**config.mk**
```make
export PLATFORM = sky130hd
export DESIGN_NAME = lcd_char_driver
export DESIGN_NICKNAME = d
export VERILOG_FILES = /design/src/rtl/lcd_char_driver.sv
export SDC_FILE = /design/constraint.sdc
export NUM_CORES = 1
export LEC_CHECK = 0
export ABC_CLOCK_PERIOD_IN_PS = 3800
export CAP_MARGIN = 20
export CORE_UTILIZATION = 30
export CTS_CLUSTER_DIAMETER = 80
export DETAILED_ROUTE_END_ITERATION = 10
export PLACE_DENSITY = 0.48
export SYNTH_ARGS = -nofsm -noshare
export SYNTH_HDL_FRONTEND = slang
export SYNTH_SLANG_ARGS = --single-unit
```
**constraint.sdc**
```tcl
create_clock -name clk_i -period 3.8 [get_ports clk_i]
set_clock_uncertainty 0.15 [all_clocks]
set_input_delay 0.57 -clock clk_i [delete_from_list [all_inputs] [get_ports clk_i]]
set_output_delay 0.57 -clock clk_i [all_outputs]
set_load 0.02 [all_outputs]
```
**src/rtl/lcd_char_driver.sv**
```systemverilog
// HD44780 16x2 driver: power-up wait, 4-command init, then endless two-line refresh from an indexed text source.
// Define LCD_FRAME_GAP_EN to idle FRAME_GAP_CYC clocks between frames; otherwise line 1 restarts right after frame_done.
module lcd_char_driver #(
    parameter int unsigned POWERUP_CYC    = 750000,
    parameter int unsigned E_PULSE_CYC    = 12,
    parameter int unsigned CMD_WAIT_CYC   = 2500,
    parameter int unsigned CLEAR_WAIT_CYC = 100000,
    parameter int unsigned FRAME_GAP_CYC  = 500000,
    parameter int unsigned CNT_W          = 20
) (
    input  logic       clk_i,
    input  logic       rst_ni,
    input  logic [7:0] char_in_i,
    output logic [4:0] index_o,
    output logic       lcd_rs_o,
    output logic       lcd_rw_o,
    output logic       lcd_en_o,
    output logic [7:0] lcd_data_o,
    output logic       init_done_o,
    output logic       frame_done_o
);

`ifdef LCD_FRAME_GAP_EN
    localparam bit GAP_EN = 1'b1;
`else
    localparam bit GAP_EN = 1'b0;
`endif

    localparam logic [CNT_W-1:0] PWRUP_LAST = CNT_W'(POWERUP_CYC - 1);
    localparam logic [CNT_W-1:0] PULSE_LAST = CNT_W'(E_PULSE_CYC - 1);
    localparam logic [CNT_W-1:0] CMD_LAST   = CNT_W'(CMD_WAIT_CYC - 1);
    localparam logic [CNT_W-1:0] CLEAR_LAST = CNT_W'(CLEAR_WAIT_CYC - 1);
    localparam logic [CNT_W-1:0] GAP_LAST   = CNT_W'(FRAME_GAP_CYC - 1);
    localparam logic [CNT_W-1:0] FETCH_LAST = CNT_W'(1);

    localparam logic [7:0] CMD_FUNC  = 8'h38;
    localparam logic [7:0] CMD_DISP  = 8'h0C;
    localparam logic [7:0] CMD_ENTRY = 8'h06;
    localparam logic [7:0] CMD_CLEAR = 8'h01;
    localparam logic [7:0] CMD_LINE1 = 8'h80;
    localparam logic [7:0] CMD_LINE2 = 8'hC0;

    typedef enum logic [2:0] {
        S_PWRUP,
        S_FETCH,
        S_SETUP,
        S_PULSE,
        S_HOLD,
        S_GAP
    } state_t;

    typedef enum logic [1:0] {
        OP_INIT,
        OP_ADDR1,
        OP_CHAR,
        OP_ADDR2
    } op_t;

    state_t           state_q;
    op_t              op_q;
    logic [1:0]       init_idx_q;
    logic [CNT_W-1:0] cnt_q;
    logic [4:0]       index_q;
    logic             rs_q;
    logic             en_q;
    logic [7:0]       data_q;
    logic             init_done_q;
    logic             frame_done_q;

    logic [7:0]       next_init_d;
    logic [CNT_W-1:0] hold_last_d;

    // Only the clear command needs the long settle time.
    always_comb begin
        next_init_d = CMD_CLEAR;
        case (init_idx_q)
            2'd0:    next_init_d = CMD_DISP;
            2'd1:    next_init_d = CMD_ENTRY;
            default: next_init_d = CMD_CLEAR;
        endcase
        hold_last_d = CMD_LAST;
        if (op_q == OP_INIT && init_idx_q == 2'd3) begin
            hold_last_d = CLEAR_LAST;
        end
    end

    always_ff @(posedge clk_i or negedge rst_ni) begin
        if (!rst_ni) begin
            state_q      <= S_PWRUP;
            op_q         <= OP_INIT;
            init_idx_q   <= '0;
            cnt_q        <= '0;
            index_q      <= '0;
            rs_q         <= 1'b0;
            en_q         <= 1'b0;
            data_q       <= '0;
            init_done_q  <= 1'b0;
            frame_done_q <= 1'b0;
        end else begin
            frame_done_q <= 1'b0;
            cnt_q        <= cnt_q + CNT_W'(1);
            case (state_q)
                S_PWRUP: begin
                    if (cnt_q == PWRUP_LAST) begin
                        state_q    <= S_SETUP;
                        cnt_q      <= '0;
                        op_q       <= OP_INIT;
                        init_idx_q <= '0;
                        rs_q       <= 1'b0;
                        data_q     <= CMD_FUNC;
                    end
                end
                // index_q was updated on entry; the source answers one clock later.
                S_FETCH: begin
                    if (cnt_q == FETCH_LAST) begin
                        state_q <= S_SETUP;
                        cnt_q   <= '0;
                        rs_q    <= 1'b1;
                        data_q  <= char_in_i;
                    end
                end
                S_SETUP: begin
                    state_q <= S_PULSE;
                    cnt_q   <= '0;
                    en_q    <= 1'b1;
                end
                S_PULSE: begin
                    if (cnt_q == PULSE_LAST) begin
                        state_q <= S_HOLD;
                        cnt_q   <= '0;
                        en_q    <= 1'b0;
                    end
                end
                S_HOLD: begin
                    if (cnt_q == hold_last_d) begin
                        cnt_q <= '0;
                        case (op_q)
                            OP_INIT: begin
                                state_q <= S_SETUP;
                                rs_q    <= 1'b0;
                                if (init_idx_q == 2'd3) begin
                                    init_done_q <= 1'b1;
                                    op_q        <= OP_ADDR1;
                                    data_q      <= CMD_LINE1;
                                end else begin
                                    init_idx_q <= init_idx_q + 2'd1;
                                    data_q     <= next_init_d;
                                end
                            end
                            OP_ADDR1: begin
                                state_q <= S_FETCH;
                                op_q    <= OP_CHAR;
                                index_q <= 5'd0;
                            end
                            OP_ADDR2: begin
                                state_q <= S_FETCH;
                                op_q    <= OP_CHAR;
                                index_q <= 5'd16;
                            end
                            default: begin
                                if (index_q == 5'd15) begin
                                    state_q <= S_SETUP;
                                    op_q    <= OP_ADDR2;
                                    rs_q    <= 1'b0;
                                    data_q  <= CMD_LINE2;
                                end else if (index_q == 5'd31) begin
                                    frame_done_q <= 1'b1;
                                    index_q      <= 5'd0;
                                    if (GAP_EN) begin
                                        state_q <= S_GAP;
                                    end else begin
                                        state_q <= S_SETUP;
                                        op_q    <= OP_ADDR1;
                                        rs_q    <= 1'b0;
                                        data_q  <= CMD_LINE1;
                                    end
                                end else begin
                                    state_q <= S_FETCH;
                                    index_q <= index_q + 5'd1;
                                end
                            end
                        endcase
                    end
                end
                S_GAP: begin
                    if (cnt_q == GAP_LAST) begin
                        state_q <= S_SETUP;
                        cnt_q   <= '0;
                        op_q    <= OP_ADDR1;
                        rs_q    <= 1'b0;
                        data_q  <= CMD_LINE1;
                    end
                end
                default: begin
                    state_q <= S_PWRUP;
                    cnt_q   <= '0;
                end
            endcase
        end
    end

    assign index_o      = index_q;
    assign lcd_rs_o     = rs_q;
    assign lcd_rw_o     = 1'b0;
    assign lcd_en_o     = en_q;
    assign lcd_data_o   = data_q;
    assign init_done_o  = init_done_q;
    assign frame_done_o = frame_done_q;

endmodule
```
* Word-level counts from Yosys, hierarchy flattened
Index checks and enable logic that the tools add are counted.
Storage, ports and cells: flip-flop bits (word level) 44, input port bits 10, output and inout port bits 18, word-level logic and storage cells 115
Operators by class: $add $sub $neg 3, equal/unequal tests 28, multiplexer cells 56, bitwise gates (word level) 1, reductions and logical operators 17
Operators with widths (number):
- $mux W20 | 5
- $pmux W20 S5 | 1
- $mux W8 | 7
- $pmux W8 S4 | 1
- $mux W2 | 11
- $add A20 B1 Y20 const B | 1
- $eq A20 B1 Y1 const B | 1
- $eq A20 B19 Y1 const B | 1
- $eq A20 B20 Y1 | 1
- $eq A20 B20 Y1 const B | 1
- $eq A20 B4 Y1 const B | 1
- $pmux W3 S6 | 1
- $mux W17 | 1
- $ne A2 B2 Y1 const B | 8
- $pmux W8 S2 | 1
- $mux W3 | 5
- $pmux W5 S3 | 1
- $mux W1 | 12
- $pmux W2 S2 | 3
- $mux W5 | 2
- $reduce_and A5 Y1 | 2
- $pmux W4 S2 | 1
- $reduce_and A4 Y1 | 2
- $reduce_and A7 Y1 | 1
- 27 further kinds | 34

* Depth between registers and ports, before layout
depth after elaboration 6, depth in mapped cells 9

* Least setup slack after synthesis
Ideal clock, no wire load.
path type register to register, from reg index_q[0], in the netlist index_o[0], to reg data_q[0], in the netlist lcd_data_o[0], library setup time 0.128 ns, data arrival time 2.407 ns, setup slack 1.116 ns, stages on the path, launching flop included 10, clock period less this slack 2.684 ns, path through dfrtp_1 ha_1 and3_1 ha_1 nor3b_1 nor2_1 a211o_1 and4_1 buf_4 mux2_1
On the way: cells in the longest elaborated chain, start to end 5
RTL lines:
- from (decl) | RTL line 63 | logic [4:0] index_q;
- from (signal assigned) | RTL line 179 | index_q <= index_q + 5'd1;
- $eq A5 B4 Y1 | RTL line 161 | if (index_q == 5'd15) begin
- $mux W8 | RTL line 161
- $pmux W8 S2 | RTL line 137 | case (op_q)
- $mux W8 | RTL line 135 | if (cnt_q == hold_last_d) begin
- $pmux W8 S4 | RTL line 102 | case (state_q)
- to (signal assigned) | RTL line 119 | data_q <= char_in_i;
- to (signal assigned) | RTL line 147 | data_q <= next_init_d;
- to (decl) | RTL line 66 | logic [7:0] data_q;
Parallel ways exist; a longest one is shown, timed or not. The select of a mux whose other input is x is not followed. A chain may end at the register's enable or synchronous reset.

* Worst setup path in the final report
from reg init_idx_q[0], to reg rs_q, in the netlist lcd_rs_o
On the way: cells in the longest elaborated chain, start to end 6
RTL lines:
- from (decl) | RTL line 61 | logic [1:0] init_idx_q;
- from (signal assigned) | RTL line 146 | init_idx_q <= init_idx_q + 2'd1;
- $eq A2 B2 Y1 | RTL line 82 | if (op_q == OP_INIT && init_idx_q == 2'd3) begin
- $logic_and A1 B1 Y1 | RTL line 82
- $mux W17 | RTL line 82
- $eq A20 B20 Y1 | RTL line 135
- $ne A2 B2 Y1 (no line)
- $reduce_and A7 Y1 (no line)
- to (signal assigned) | RTL line 94 | rs_q <= 1'b0;
- to (signal assigned) | RTL line 109 | rs_q <= 1'b0;
- to (signal assigned) | RTL line 140 | rs_q <= 1'b0;
- to (decl) | RTL line 64 | logic rs_q;
No other way between the ends.

==> reports/qor.csv <==
stage,metric,value,unit
final_layout,synth-to-layout area growth,17.58,%
route,Total Wirelength,6219,µm
floorplan,Die H,95.70,µm
critical_path,critical path peak fanout,9,
critical_path,endpoint type of the worst setup path,register,
placement,# port buffers,26,
grt,initial antenna violation count,0,
route,detailed-route wire length per cell,15.17,µm
logic_synthesis,synth warn,0,
sta,TNS Setup,0,ns
critical_path,reg-to-reg setup timing slack,0.57,ns
sta,fmax,309.2,MHz
final_layout,layout cells sized above 1,7.869,%
critical_path,startpoint types,register,
grt,vias in the first global route,2068,
grt,first-pass GRT wire length,10180,µm
clock_network,cts hold-fix bufs,0,
floorplan,Initial Util,31.58,%
sta,worst slew pin tran,0.6940,ns
logic_synthesis,ys flop type,dfrtp_1,
placement,global placement routability congestion,0.8258,
clock_network,"Clk pin slew, worst setup/hold paths",0.09,ns
logic_synthesis,Post-Syn Nets,304,
floorplan,Std-Cell Rows,33,
logic_synthesis,"area leader, netlist",dfrtp_1,
sta,unrepaired setup endpoints after global routing,no,
floorplan,width of the die,95.70,µm
power_and_ir_drop,sequential power share,55.1,%
critical_path,R2R Path End,lcd_rs_o,
logic_synthesis,Netlist Area Pre-Place,2634,µm²
final_layout,Util after Layout,37.13,%
final_layout,nets,325,
floorplan,Core ar.,8341,µm²
route,vias,2083,
logic_synthesis,Netlist cell types,54,
clock_network,CTS tree,done,
logic_synthesis,synthesized flop and latch total,44,
power_and_ir_drop,Sw Share,20.72,%
logic_synthesis,"Seq/Total Area, Yosys",41.81,%
grt,GRT Total Usage,14.43,%
sta,Final Setup Violations,0,
clock_network,CTS Sinks,44,
grt,largest net degree at the start of global routing,45,
clock_network,worst skew pair latency,0.29,ns
power_and_ir_drop,P_sw,175.9,µW
logic_synthesis,post-synth top area share,41.81,%
floorplan,die area,9158,µm²
logic_synthesis,Post-synth EDFFs,0,
route,drc violations,0,
power_and_ir_drop,P_int,672.9,µW
clock_network,H-tree levels,2,
critical_path,Critical Path AT,3.26,ns
clock_network,Resized cells post-CTS,0,
clock_network,Num CTS Buffers,5,
power_and_ir_drop,maximum resistive drop on vdd,0.0001164,V
logic_synthesis,Post-synth ARST share,100.0,%
critical_path,Reg-to-Reg Start,init_idx_q[0],
clock_network,CTS Buffer Depth,2,
route,DR iter-0 viols,55,
power_and_ir_drop,Clk pwr share,42.4,%
sta,Final Cycle Share,85.11,%
logic_synthesis,cell count after synthesis,283,
power_and_ir_drop,Gate power share,2.5,%
route,Vias/cell,5.080,
final_layout,antenna fix cells,0,
power_and_ir_drop,LEAKAGE,0.001308,µW
outcome,status,"finished, final reports clean",
route,DRT Pass-1 Iters,4,
clock_network,clock root cell,clkbuf_8,
floorplan,I/O pin total,28,
critical_path,CP Class,reg -> reg,
worst_hold_path,worst hold path type,in -> async,
sta,Max Slew Vio Count,0,
sta,"Hold Vio Cnt, Final",0,
grt,global route total overflow,0,
route,"antenna viol nets, final",0,
clock_network,"Setup Fix Bufs, Post-CTS",0,
power_and_ir_drop,PD cells,274.1,nW/µm²
sta,Final min period,3.234,ns
placement,hpwl dp,4494,µm
logic_synthesis,synth top area cells,"dfrtp_1 42%, nor2_1 5.4%, ha_1 5.2%",
critical_path,R2R cell count,7,
critical_path,Crit path required time,3.83,ns
logic_synthesis,syn avg cell area,9.307,µm²
sta,Slew headroom,53.38,%
job,Max Cap Viol,0,
==> critical path, stage by stage (launching register included) <==
cell	delay, ns
dfrtp_1	0.44
ha_1	0.20
or3b_4	0.43
nor4_4	0.29
o2111ai_2	0.18
a22oi_1	0.48
and4_1	0.57
mux2_1	0.37
==> power by group through the flow <==
| stage | logic [µW] | clock network, µW | registers [µW] |
|---|---|---|---|
| 6_report | 21.5 | 360 | 468 |
| 4_1_cts | 20.5 | 377 | 468 |
| 2_1_floorplan | 1.88 | 0 | 477 |
| 3_3_place_gp | 19.9 | 0 | 477 |
| 5_1_grt | 24.4 | 392 | 468 |
| 3_5_place_dp | 20.4 | 0 | 477 |
==> state kept, by name, summed over array words and instances, names as in the netlist <==
signal and count:
op_q 2, cnt_q 20, frame_done_o 1, state_q 3, lcd_en_o 1, lcd_rs_o 1, lcd_data_o 8, init_done_o 1
init_idx_q 2, index_o 5
==> cells by family after synthesis <==
family / count (synthesis) / synth area share (%)
AND/OR/NAND/NOR: 125 / 26.18
other: 1 / 0.1424
flip-flops: 44 / 41.81
multiplexers: 8 / 3.373
XOR/XNOR: 19 / 6.318
adder cells (fa/ha/maj): 11 / 5.226
AO/OA/AOI/OAI: 45 / 12.02
buffers and inverters: 30 / 4.940
==> Yosys cell counts (all sizes together) (4+ instances only) <==
| cell type | number |
|---|---|
| nor4 | 7 |
| buf | 6 |
| nand2 | 20 |
| and3 | 10 |
| ha | 11 |
| inv | 12 |
| xor2 | 7 |
| clkbuf | 11 |
| mux2 | 7 |
| nor3 | 6 |
| xnor2 | 12 |
| nor2 | 38 |
| nand3 | 11 |
| and4 | 4 |
| or3 | 5 |
| nand4 | 11 |
| a21oi | 4 |
| o21ai | 16 |
| dfrtp | 44 |
==> worst max path at each step <==
stage / start / endpoint / slack [ns] / cells after the start
3_3_place_gp: init_idx_q[0] / lcd_data_o[0] / 0.65 / 7
3_5_place_dp: init_idx_q[0] / lcd_rs_o / 0.55 / 7
2_1_floorplan: index_o[0] / lcd_data_o[0] / 1.12 / 9
4_1_cts: init_idx_q[0] / lcd_rs_o / 0.53 / 7
5_1_grt: cnt_q[6] / lcd_rs_o / 0.30 / 6
6_report: init_idx_q[0] / lcd_rs_o / 0.57 / 7
==> layer usage <==
metal / track usage (%) / vias to the layer above / wire length (µm)
li1: - / 1046 / -
met1: 18.65 / 1001 / 2999
met2: 24.94 / 34 / 3026
met3: 2.449 / 2 / 161
met4: 3.607 / 0 / 33
met5: 0 / - / 0
==> cells in the final DEF, fill, tap and decap left out, types with 2 or more instances in the layout <==
| cell | n |
|---|---|
| a21oi_1 | 4 |
| xnor2_1 | 12 |
| a41oi_1 | 2 |
| or3_1 | 4 |
| nor4_1 | 5 |
| o211a_1 | 2 |
| nor4_4 | 2 |
| inv_1 | 12 |
| and4_1 | 4 |
| nand4_1 | 11 |
| clkdlybuf4s50_1 | 25 |
| ha_1 | 11 |
| o31ai_1 | 2 |
| mux2_1 | 6 |
| xor2_1 | 7 |
| nor2b_1 | 2 |
| o21ai_0 | 13 |
| a22o_1 | 2 |
| o21bai_1 | 2 |
| o21a_1 | 3 |
| nor3_1 | 6 |
| clkbuf_8 | 5 |
| and3_1 | 10 |
| a32o_1 | 2 |
| dfrtp_1 | 44 |
| nand2_1 | 20 |
| buf_4 | 4 |
| a211o_1 | 2 |
| nand3_1 | 11 |
| nor2_1 | 38 |
| o21ai_1 | 2 |
| a31oi_1 | 3 |
==> area by class of cell <==
type,count,area (µm²)
Inverter,13,48.80
Clock buffer,6,72.57
Fill cell,859,5244
Timing Repair Buffer,31,305.3
Tap cell,105,131.4
Sequential cell,44,1101
Clock inverter,2,35.03
Multi-Input combinational cell,209,1403
==> per-stage QoR <==
stage,setup slack [ns],power [µW],hold slack [ns],instance area [µm²],std cells
floorplan,1.116,479.1,0.1244,2634,283
global placement,0.6472,497.0,0.3174,2969,401
detailed placement,0.5490,497.5,0.3203,2969,401
CTS,0.5286,864.9,0.3404,3077,409
global route,0.3032,884.2,0.1168,3097,410
finish,0.5657,848.8,0.08752,3097,410
Note: power is estimated with default switching activity, not from simulation.
